===== src/rtl/pong_state_writer.sv =====
// Pong game-state engine: paddle/ball step per frame tick, then the object block is written to the shared object RAM, one byte per cycle.
// Latency: tick sampled at edge k, RAM writes on edges k+3..k+10 (k+3..k+12 with scores), idle again at k+11 (k+13).
// Backpressure: none; a tick seen while busy is dropped and reported by a one-cycle o_tick_miss pulse.
// Optional feature: define PONG_SCORE_EN to add two wrapping score counters written at RAM addresses 8 and 9.
module pong_state_writer #(
  parameter int FIELD_W  = 120,
  parameter int FIELD_H  = 68,
  parameter int PADDLE_H = 10
) (
  input  logic       i_clk,
  input  logic       i_rst_n,
  input  logic       i_frame_tick,
  input  logic       i_p1_up,
  input  logic       i_p1_down,
  input  logic       i_p2_up,
  input  logic       i_p2_down,
  output logic       o_ram_we,
  output logic [5:0] o_ram_address,
  output logic [7:0] o_ram_data,
  output logic       o_busy,
  output logic       o_tick_miss
);

  localparam logic [1:0] S_IDLE  = 2'd0;
  localparam logic [1:0] S_MOVE  = 2'd1;
  localparam logic [1:0] S_BALL  = 2'd2;
  localparam logic [1:0] S_WRITE = 2'd3;

  // Paddle columns never move; they are written from constants.
  localparam logic [7:0] P1_X    = 8'd1;
  localparam logic [7:0] P2_X    = 8'(FIELD_W - 2);
  localparam logic [7:0] PAD_H   = 8'(PADDLE_H);
  localparam logic [7:0] PAD_HM1 = 8'(PADDLE_H - 1);
  localparam logic [7:0] Y_MAX   = 8'(FIELD_H - PADDLE_H);
  localparam logic [7:0] Y_START = 8'((FIELD_H - PADDLE_H) / 2);
  localparam logic [7:0] X_MID   = 8'(FIELD_W / 2);
  localparam logic [7:0] Y_MID   = 8'(FIELD_H / 2);
  localparam logic [7:0] X_LAST  = 8'(FIELD_W - 1);
  localparam logic [7:0] Y_LAST  = 8'(FIELD_H - 1);

`ifdef PONG_SCORE_EN
  localparam logic [3:0] LAST_IDX = 4'd9;
`else
  localparam logic [3:0] LAST_IDX = 4'd7;
`endif

  logic [1:0] state;
  logic [3:0] wr_idx;
  logic [7:0] p1_y, p2_y;
  logic [7:0] ball_x, ball_y;
  logic       dx_neg, dy_neg;   // 1 means the ball moves by -1 on that axis

  logic [7:0] bx_n, by_n;
  logic       dx_n, dy_n;
  logic       miss_p1, miss_p2;
  logic       p1_hit, p2_hit;
  logic [7:0] wr_byte;

`ifdef PONG_SCORE_EN
  logic [7:0] score1, score2;
`endif

  // One-cell paddle move with saturation at both ends; both buttons cancel.
  function automatic logic [7:0] paddle_next(input logic [7:0] y, input logic up, input logic down);
    paddle_next = y;
    if (up && !down && (y != 8'd0))
      paddle_next = y - 8'd1;
    else if (down && !up && (y < Y_MAX))
      paddle_next = y + 8'd1;
  endfunction

  // Next ball position/direction from walls, paddles (already moved this frame) and misses.
  always_comb begin
    dy_n    = dy_neg;
    dx_n    = dx_neg;
    bx_n    = ball_x;
    by_n    = ball_y;
    p1_hit  = dx_neg && (ball_x == P1_X + 8'd1) &&
              (ball_y >= p1_y) && (ball_y <= p1_y + PAD_HM1);
    p2_hit  = !dx_neg && (ball_x == P2_X - 8'd1) &&
              (ball_y >= p2_y) && (ball_y <= p2_y + PAD_HM1);
    miss_p1 = dx_neg && (ball_x == 8'd0);
    miss_p2 = !dx_neg && (ball_x == X_LAST);
    if ((dy_neg && (ball_y == 8'd0)) || (!dy_neg && (ball_y == Y_LAST)))
      dy_n = !dy_neg;
    if (p1_hit)
      dx_n = 1'b0;
    if (p2_hit)
      dx_n = 1'b1;
    if (miss_p1 || miss_p2) begin
      // Re-serve from the centre toward whoever conceded; vertical direction is kept.
      bx_n = X_MID;
      by_n = Y_MID;
      dx_n = miss_p1;
      dy_n = dy_neg;
    end else begin
      bx_n = dx_n ? (ball_x - 8'd1) : (ball_x + 8'd1);
      by_n = dy_n ? (ball_y - 8'd1) : (ball_y + 8'd1);
    end
  end

  // Byte presented for the current write slot of the object block.
  always_comb begin
    wr_byte = 8'd0;
    case (wr_idx)
      4'd0: wr_byte = P1_X;
      4'd1: wr_byte = p1_y;
      4'd2: wr_byte = PAD_H;
      4'd3: wr_byte = P2_X;
      4'd4: wr_byte = p2_y;
      4'd5: wr_byte = PAD_H;
      4'd6: wr_byte = ball_x;
      4'd7: wr_byte = ball_y;
`ifdef PONG_SCORE_EN
      4'd8: wr_byte = score1;
      4'd9: wr_byte = score2;
`endif
      default: wr_byte = 8'd0;
    endcase
  end

  // Frame sequencer: accept tick, step paddles, step ball, stream the block; flag ticks that arrive while busy.
  always_ff @(posedge i_clk or negedge i_rst_n) begin
    if (!i_rst_n) begin
      state         <= S_IDLE;
      wr_idx        <= 4'd0;
      o_ram_we      <= 1'b0;
      o_ram_address <= 6'd0;
      o_ram_data    <= 8'd0;
      o_busy        <= 1'b0;
      o_tick_miss   <= 1'b0;
    end else begin
      o_tick_miss <= i_frame_tick && (state != S_IDLE);
      case (state)
        S_IDLE: begin
          if (i_frame_tick) begin
            state  <= S_MOVE;
            o_busy <= 1'b1;
          end
        end
        S_MOVE: state <= S_BALL;
        S_BALL: begin
          wr_idx <= 4'd0;
          state  <= S_WRITE;
        end
        S_WRITE: begin
          if (wr_idx <= LAST_IDX) begin
            o_ram_we      <= 1'b1;
            o_ram_address <= {2'b00, wr_idx};
            o_ram_data    <= wr_byte;
            wr_idx        <= wr_idx + 4'd1;
          end else begin
            o_ram_we      <= 1'b0;
            o_ram_address <= 6'd0;
            o_ram_data    <= 8'd0;
            o_busy        <= 1'b0;
            state         <= S_IDLE;
          end
        end
        default: state <= S_IDLE;
      endcase
    end
  end

  // Paddle positions update once per frame in the MOVE step.
  always_ff @(posedge i_clk or negedge i_rst_n) begin
    if (!i_rst_n) begin
      p1_y <= Y_START;
      p2_y <= Y_START;
    end else if (state == S_MOVE) begin
      p1_y <= paddle_next(p1_y, i_p1_up, i_p1_down);
      p2_y <= paddle_next(p2_y, i_p2_up, i_p2_down);
    end
  end

  // Ball position and direction update once per frame in the BALL step.
  always_ff @(posedge i_clk or negedge i_rst_n) begin
    if (!i_rst_n) begin
      ball_x <= X_MID;
      ball_y <= Y_MID;
      dx_neg <= 1'b0;
      dy_neg <= 1'b0;
    end else if (state == S_BALL) begin
      ball_x <= bx_n;
      ball_y <= by_n;
      dx_neg <= dx_n;
      dy_neg <= dy_n;
    end
  end

`ifdef PONG_SCORE_EN
  // A miss credits the opposite player; counters wrap naturally at 8 bits.
  always_ff @(posedge i_clk or negedge i_rst_n) begin
    if (!i_rst_n) begin
      score1 <= 8'd0;
      score2 <= 8'd0;
    end else if (state == S_BALL) begin
      if (miss_p1)
        score2 <= score2 + 8'd1;
      if (miss_p2)
        score1 <= score1 + 8'd1;
    end
  end
`endif

endmodule


===== config.mk =====
export PLATFORM = sky130hd
export DESIGN_NAME = pong_state_writer
export DESIGN_NICKNAME = d
export VERILOG_FILES = /design/src/rtl/pong_state_writer.sv
export SDC_FILE = /design/constraint.sdc
export NUM_CORES = 1
export LEC_CHECK = 0
export BUFFER_PORTS_ARGS = -buffer_cell sky130_fd_sc_hd__buf_2
export CAP_MARGIN = 20
export CORE_MARGIN = 2
export CORE_UTILIZATION = 40
export DETAILED_ROUTE_END_ITERATION = 8
export PLACE_DENSITY = 0.57
export SLEW_MARGIN = 5
export SYNTH_ARGS = -nofsm -noshare
export SYNTH_HDL_FRONTEND = slang
export SYNTH_SLANG_ARGS = --single-unit

===== constraint.sdc =====
create_clock -name i_clk -period 6.3 [get_ports i_clk]
set_input_delay 1.89 -clock i_clk [delete_from_list [all_inputs] [get_ports i_clk]]
set_output_delay 1.89 -clock i_clk [all_outputs]
set_load 0.005 [all_outputs]

==> summary.txt, run 1 <==
Layout
  • Layout cells sized above 1: 0.1051
  • N_diodes: 0
  • Most common cell after layout, fill and taps aside: ha_1
  • Commonest cells after routing, fill and taps aside: ha_1 (68), dfrtp_1 (41), inv_1 (40), a21oi_1 (39), nor2_1 (35)
  • Filler cell count: about 1.1k
  • Synth-to-layout area growth: 8.859%
  • Non-filler instance count after layout: ~650
  • Final instance area: just under 5000 µm²
  • Final-stage net count: approximately 590

Global route
  • Vias in the first global route: about 3.7k
  • First-pass GRT wire length: ~19000 µm
  • Largest net degree at the start of global routing: 56
  • Grt total ovfl: 0
  • Total GRT Usage: 0.2011
  • Initial antenna violation count: 0

Setup path
  • CP Cell Sequence: nand3_1 -> a211o_1 -> xnor2_1 -> ha_1 -> a21oi_1 -> o21ai_0 -> o21a_1 -> o41a_1 -> nor2_1 -> inv_1 -> ha_1 -> a21o_2 -> a21oi_1 -> nor2b_1 -> o21a_1 -> o41ai_1 -> o21ai_0 -> nand4_1 -> or3b_1
  • Worst-path fanout max: 8
  • Register-to-Register Path Depth: 19
  • Worst r2r src: p1_y[2]$_DFFE_PN1P_
  • Critical-path top delay cell: dfstp_2
  • CP Launch Point: p1_y[2]$_DFFE_PN1P_
  • Data required time of the worst path: approximately 6.5 ns
  • Kind of critical path: register to register
  • CP endpoint kind: register
  • Reg-to-reg slack, setup: 1.44 ns
  • Critical path's largest stage delay: between 0.6 and 0.7 ns
  • CP startpoint kind: register
  • Critical path arrival: 5.04 ns
  • Crit Reg-Reg Endpoint: ball_x[7]$_DFFE_PN0P_

Yosys
  • Synthesized cell area: about 4500 µm²
  • Post-synth EDFFs: 0
  • Post-synth ARST share: 1.000
  • Mapped Cells: around 500
  • Seq cells post-synth: 55
  • Sequential fraction of the synthesis area: 0.3084
  • Synth warn: 0
  • Most used DFF post-synth: dfrtp_1
  • Mean Syn Cell Area: just over 9 µm²
  • Yosys cell types: 61

Placed design
  • PortBufs: 21
  • Placed cell count: ~650
  • Place WS: roughly 1.5 ns
  • Routability-driven placement congestion ratio: approximately 0.87
  • Post-DP HPWL: 8412 µm
  • Placed inst area: roughly 4800 µm²

STA
  • Hold Vio Cnt, Final: 0
  • Rel. slew slack: 0.4367
  • Crit path time final: about 4.9 ns
  • Unrepaired setup endpoints after global routing: false
  • Pins Over Slew Limit: 0
  • Clock Skews: around 0.0068 ns
  • Fmax: between 200 and 250 MHz
  • Setup violators final: 0
  • Fin crit share: 0.7717
  • Setup ws final: approximately 1.4 ns
  • Worst Max-Slew Pin Slew: 0.8411 ns
  • Final setup TNS: 0 ns

Clocking
  • CTS clk-pin slew, worst paths: about 0.080 ns
  • Clk sink count: 55
  • TritonCTS clock tree: yes
  • CTS buffer count: 5
  • Number of H-tree levels: 2
  • Clock root cell: clkbuf_16
  • Hold buffer count at cts: 0
  • Post-CTS sizing: 0
  • Clk_lat worst skew: about 0.3 ns
  • Max Root-Sink Buffers: 2
  • # Post-CTS Setup Buffers: 0

Worst hold path
  • Hold Crit Start: o_ram_data[0]$_DFFE_PN0P_
  • Hold Crit Endpoint: o_ram_data[0]$_DFFE_PN0P_
  • Hold path depth: 1
  • Worst Hold Class: register to register

Power and ir drop
  • Power, Total: roughly 0.0025 W
  • Max VDD drop: a little over 0.2 mV
  • Leakage: ~2.3 nW
  • Pwr/cell area: between 500 and 600 nW/µm²

Routing
  • Drt pass-1 iters: 4
  • Final WL: ~11000 µm
  • Remaining DRCs: 0
  • Wire length per cell: about 17 µm
  • Initial DRC count: ~350
  • Final antenna-violating net count: 0
  • Vias per cell: approximately 5.6
  • DR vias: between 3k and 4k

Die
  • Die X-Extent: about 110 µm
  • FP Rows: 38
  • Core region area: roughly 11000 µm²
  • Starting Density: 0.4133
  • I/O pins: 24
  • Die area: roughly 12000 µm²
  • Die Y: about 110 µm

Job
  • Max cap viols: 0

Outcome
  • Status: finished, final reports clean
layout make-up:
cell class / count / area (µm²) / area share
clock inverters: 3 / 28.78 / 0.005849
inverters: 40 / 150.1 / 0.03052
repair buffers: 27 / 150.1 / 0.03052
clock buffers: 5 / 125.1 / 0.02543
flip-flops and latches: 55 / 1394 / 0.2833
multi-input cells: 384 / 2897 / 0.5888
well taps: 140 / 175.2 / 0.03561
worst max-delay path: cells and delay by family (launching register included):
kind                       cells  cell delay (ns)
DFF                            1             0.62
AOI/OAI and AO/OA             10             2.29
xor gates and xnor gates       1             0.13
and+or+nand+nor                5             0.92
adders and majority gates      2             0.61
buffers and inverters          1             0.18
metal layers:
layer,wire (µm),global-route usage
met1,5274,0.2746
met2,5267,0.3383
met3,453,0.02587
met4,99,0.05000
met5,0,0
cells in the mapped netlist, types with 2 or more instances:
cell       instances  area, µm²
dfrtp_1           41       1026
mux2i_1            2      20.02
a211o_1            2      17.52
nand2b_1           5      31.28
a22o_1             3      26.28
o22ai_1            5      31.28
a21o_1            12      90.09
a21boi_0           2      15.01
nor3_1             6      30.03
nand4_1           10      62.56
fa_1               4      80.08
nand3_1            4      20.02
o2bb2ai_1          9      78.83
o31ai_1            4      30.03
xnor2_1           27      236.5
o41ai_1            2      17.52
a21oi_1           39      195.2
ha_1              68      850.8
o21ai_0           31      155.2
inv_1             40      150.1
clkbuf_1          18      67.56
nor4_1             3      18.77
a222oi_1           2      20.02
o21a_1             5      37.54
or4_1              2      15.01
nor2_1            35      131.4
a211oi_1           7      52.55
nor2b_1           11      68.82
xor2_1            13      113.9
o32a_1             2      20.02
buf_4              2      15.01
nand2_1           31      116.4
a221oi_1           2      17.52
dfstp_2           14      367.9
a31oi_1            7      43.79
o41a_1             3      33.78
report_power, final:
| part | total (W) | switching, W | internal (W) |
|---|---|---|---|
| combinational | 0.00139 | 0.000773 | 0.000622 |
| clock | 0.000296 | 0.000144 | 0.000152 |
| sequential | 0.000788 | 0.000260 | 0.000528 |
flip-flops by register name, summed over array words and instances, names as in the netlist:
signal	count
o_ram_data	8
ball_x	8
p2_y	8
o_ram_address	4
o_ram_we	1
o_tick_miss	1
o_busy	1
state	2
p1_y	8
wr_idx	4
ball_y	8
dy_neg	1
dx_neg	1
worst max-delay path by stage:
stage	endpoint	slack, ns	cells after the start
2_1_floorplan	ball_x[7]$_DFFE_PN0P_	1.75	20
3_3_place_gp	ball_x[7]$_DFFE_PN0P_	1.67	19
3_5_place_dp	ball_x[7]$_DFFE_PN0P_	1.46	19
4_1_cts	ball_x[7]$_DFFE_PN0P_	1.45	19
5_1_grt	ball_x[7]$_DFFE_PN0P_	1.01	19
6_report	ball_x[7]$_DFFE_PN0P_	1.44	19
stage by stage:
| step | hold slack [ns] | utilization |
|---|---|---|
| floorplan | 0.4731 | - |
| global placement | 0.4607 | 0.4358 |
| detailed placement | 0.4717 | 0.4358 |
| CTS | 0.4900 | 0.4499 |
| global route | 0.5080 | 0.4499 |
| finish | 0.4799 | 0.4499 |
logic make-up after synthesis:
family,share of synthesized area
AOI/OAI and AO/OA,0.2209
and+or+nand+nor,0.1279
adders and majority gates,0.2060
buffers and inverters,0.05149
DFF,0.3084
xor gates and xnor gates,0.07752
muxes,0.006921
other,0.0008298
Note: power is estimated with default switching activity, not from simulation.
==> run 2, diff against run 1 <==
==> constraint.sdc (replaced) <==
create_clock -name i_clk -period 5 [get_ports i_clk]
set_input_delay 1.5 -clock i_clk [delete_from_list [all_inputs] [get_ports i_clk]]
set_output_delay 1.5 -clock i_clk [all_outputs]
set_load 0.005 [all_outputs]
==> summary.txt, run 2 (synthesis results as in run 1) <==
Power and ir drop
  • Net Sw Power: about 0.0015 W
  • Pwr/cell area: between 600 and 700 nW/µm²
  • Leakage: approximately 2.3 nW
  • Cell Int Power: around 0.0017 W
  • Sequential power share: 0.292
  • Clk pwr share: 0.126
  • Sw frac: 0.4630
  • Max VDD drop: 0.2800 mV
  • Comb pwr share: 0.582

Die
  • Die X-Extent: around 110 µm
  • Core region area: around 11000 µm²
  • I/O pins: 24
  • Starting Density: 0.4133
  • FP Rows: 38
  • Die area: around 12000 µm²
  • Die Y: ~110 µm

STA
  • Pins Over Slew Limit: 0
  • Rel. slew slack: 0.5318
  • Fmax: around 210 MHz
  • Crit path time final: ~4.7 ns
  • Clock Skews: between 0.006 and 0.007 ns
  • Setup ws final: around 0.29 ns
  • Worst Max-Slew Pin Slew: around 0.70 ns
  • Hold Vio Cnt, Final: 0
  • Setup violators final: 0
  • Fin crit share: 0.9426

Placed design
  • Post-DP HPWL: between 8000 and 9000 µm
  • Routability-driven placement congestion ratio: around 0.9
  • Place WS: 0.1721 ns
  • PortBufs: 21

Routing
  • Vias per cell: between 5 and 6
  • DR vias: 3703
  • Drt pass-1 iters: 4
  • Wire length per cell: between 15 and 20 µm
  • Remaining DRCs: 0
  • Final WL: ~11000 µm
  • Final antenna-violating net count: 0
  • Initial DRC count: 208

Layout
  • Final-stage net count: 600
  • Finished Core Util: 0.4577
  • Sequential cell area: between 1000 and 1500 µm²
  • Filler cell count: roughly 1.1k
  • N_diodes: 0
  • Area of the multi-input gates: between 2000 and 3000 µm²
  • Most common cell after layout, fill and taps aside: ha_1
  • Synth-to-layout area growth: 10.74%
  • Layout cells sized above 1: 0.1207
  • Commonest cells after routing, fill and taps aside: ha_1 (68), dfrtp_1 (41), inv_1 (40), a21oi_1 (39), nor2_1 (34)

Clocking
  • TritonCTS clock tree: yes
  • CTS buffer count: 5
  • Clk sink count: 55
  • Number of H-tree levels: 2
  • Hold buffer count at cts: 0
  • Max Root-Sink Buffers: 2
  • Clock root cell: clkbuf_16
  • # Post-CTS Setup Buffers: 0
  • Clk_lat worst skew: approximately 0.30 ns
  • CTS clk-pin slew, worst paths: about 0.07 ns

Setup path
  • Critical path arrival: 4.89 ns
  • CP startpoint kind: register
  • CP endpoint kind: register
  • Kind of critical path: register to register
  • Worst-path fanout max: 8
  • Data required time of the worst path: just over 5 ns

Global route
  • Initial antenna violation count: 0
  • Total GRT Usage: 0.1989
  • Vias in the first global route: 3744
  • Grt total ovfl: 0
  • Largest net degree at the start of global routing: 56
  • First-pass GRT wire length: 18610 µm

Job
  • Max cap viols: 0

Worst hold path
  • Worst Hold Class: register to register

Outcome
  • Status: finished, final reports clean
run 2: changes by cell type in the layout (fill, tap and decap cells not counted), sizes merged:
cell,previous run,this run
bufinv,0,1
buf,27,35
clkinv,2,1
run 2: layout make-up:
class / count / area share
inverters: 40 / 0.03000
multi-input cells: 384 / 0.5810
well taps: 140 / 0.03500
flip-flops and latches: 55 / 0.2785
clock inverters: 3 / 0.008500
repair buffers: 35 / 0.04200
clock buffers: 5 / 0.02500
run 2: routing by layer:
metal	up-vias	part of all wire	GRT usage
met3	10	0.031	0.02881
li1	1843	-	-
met2	46	0.47	0.3365
met4	0	0.012	0.05268
met5	-	0	0
met1	1804	0.48	0.2663
run 2: power groups by stage:
stage	registers (W)	logic, W	clock network [W]
after floorplan	0.000841	0.00140	0
after global placement	0.000938	0.00181	0
after detailed placement	0.000945	0.00184	0
after CTS	0.000938	0.00185	0.000412
after global routing	0.000971	0.00211	0.000433
final	0.000940	0.00187	0.000404
run 2: worst paths after layout:
check | startpoint | endpoint | slack, ns | depth (start not counted)
worst max-delay path | p1_y[2]$_DFFE_PN1P_ | ball_x[7]$_DFFE_PN0P_ | 0.29 | 19
min in group asynchronous | i_rst_n | p1_y[5]$_DFFE_PN0P_ | 1.34 | 2
worst min register to register | o_ram_address[2]$_DFFE_PN0P_ | o_ram_address[2]$_DFFE_PN0P_ | 0.49 | 1
max in group asynchronous | i_rst_n | p2_y[7]$_DFFE_PN0P_ | 3.21 | 2
worst max register to register | p1_y[2]$_DFFE_PN1P_ | ball_x[7]$_DFFE_PN0P_ | 0.29 | 19
worst min-delay path | o_ram_address[2]$_DFFE_PN0P_ | o_ram_address[2]$_DFFE_PN0P_ | 0.49 | 1
run 2: what timing repair did:
item,CTS,global route
resized for setup,0,3
hold endpoints to repair,0,0
endpoints found under the setup margin,0,1
run 2: worst max-delay path, cell delays in order (launching register included):
cell     delay (ns)
dfstp_2        0.61
nand3_1        0.15
a211o_1        0.33
xnor2_1        0.13
ha_1           0.31
a21oi_1        0.14
o21ai_0        0.09
o21a_1         0.10
o41a_1         0.45
nor2_2         0.20
inv_1          0.16
ha_1           0.30
a21o_2         0.21
a21oi_1        0.22
nor2b_1        0.08
o21a_1         0.19
o41ai_2        0.27
o21ai_0        0.19
nand4_1        0.12
or3b_1         0.34
run 2: through the flow:
step	cells	total power, W	hold slack (ns)	TNS, ns	cell area [µm²]
global route	662	0.003517	0.4963	-0.0001417	5005
CTS	662	0.003203	0.4916	0	4994
detailed placement	654	0.002788	0.4727	0	4826
finish	662	0.003214	0.4860	0	5005
floorplan	499	0.002237	0.4731	0	4523
global placement	654	0.002745	0.4593	0	4826
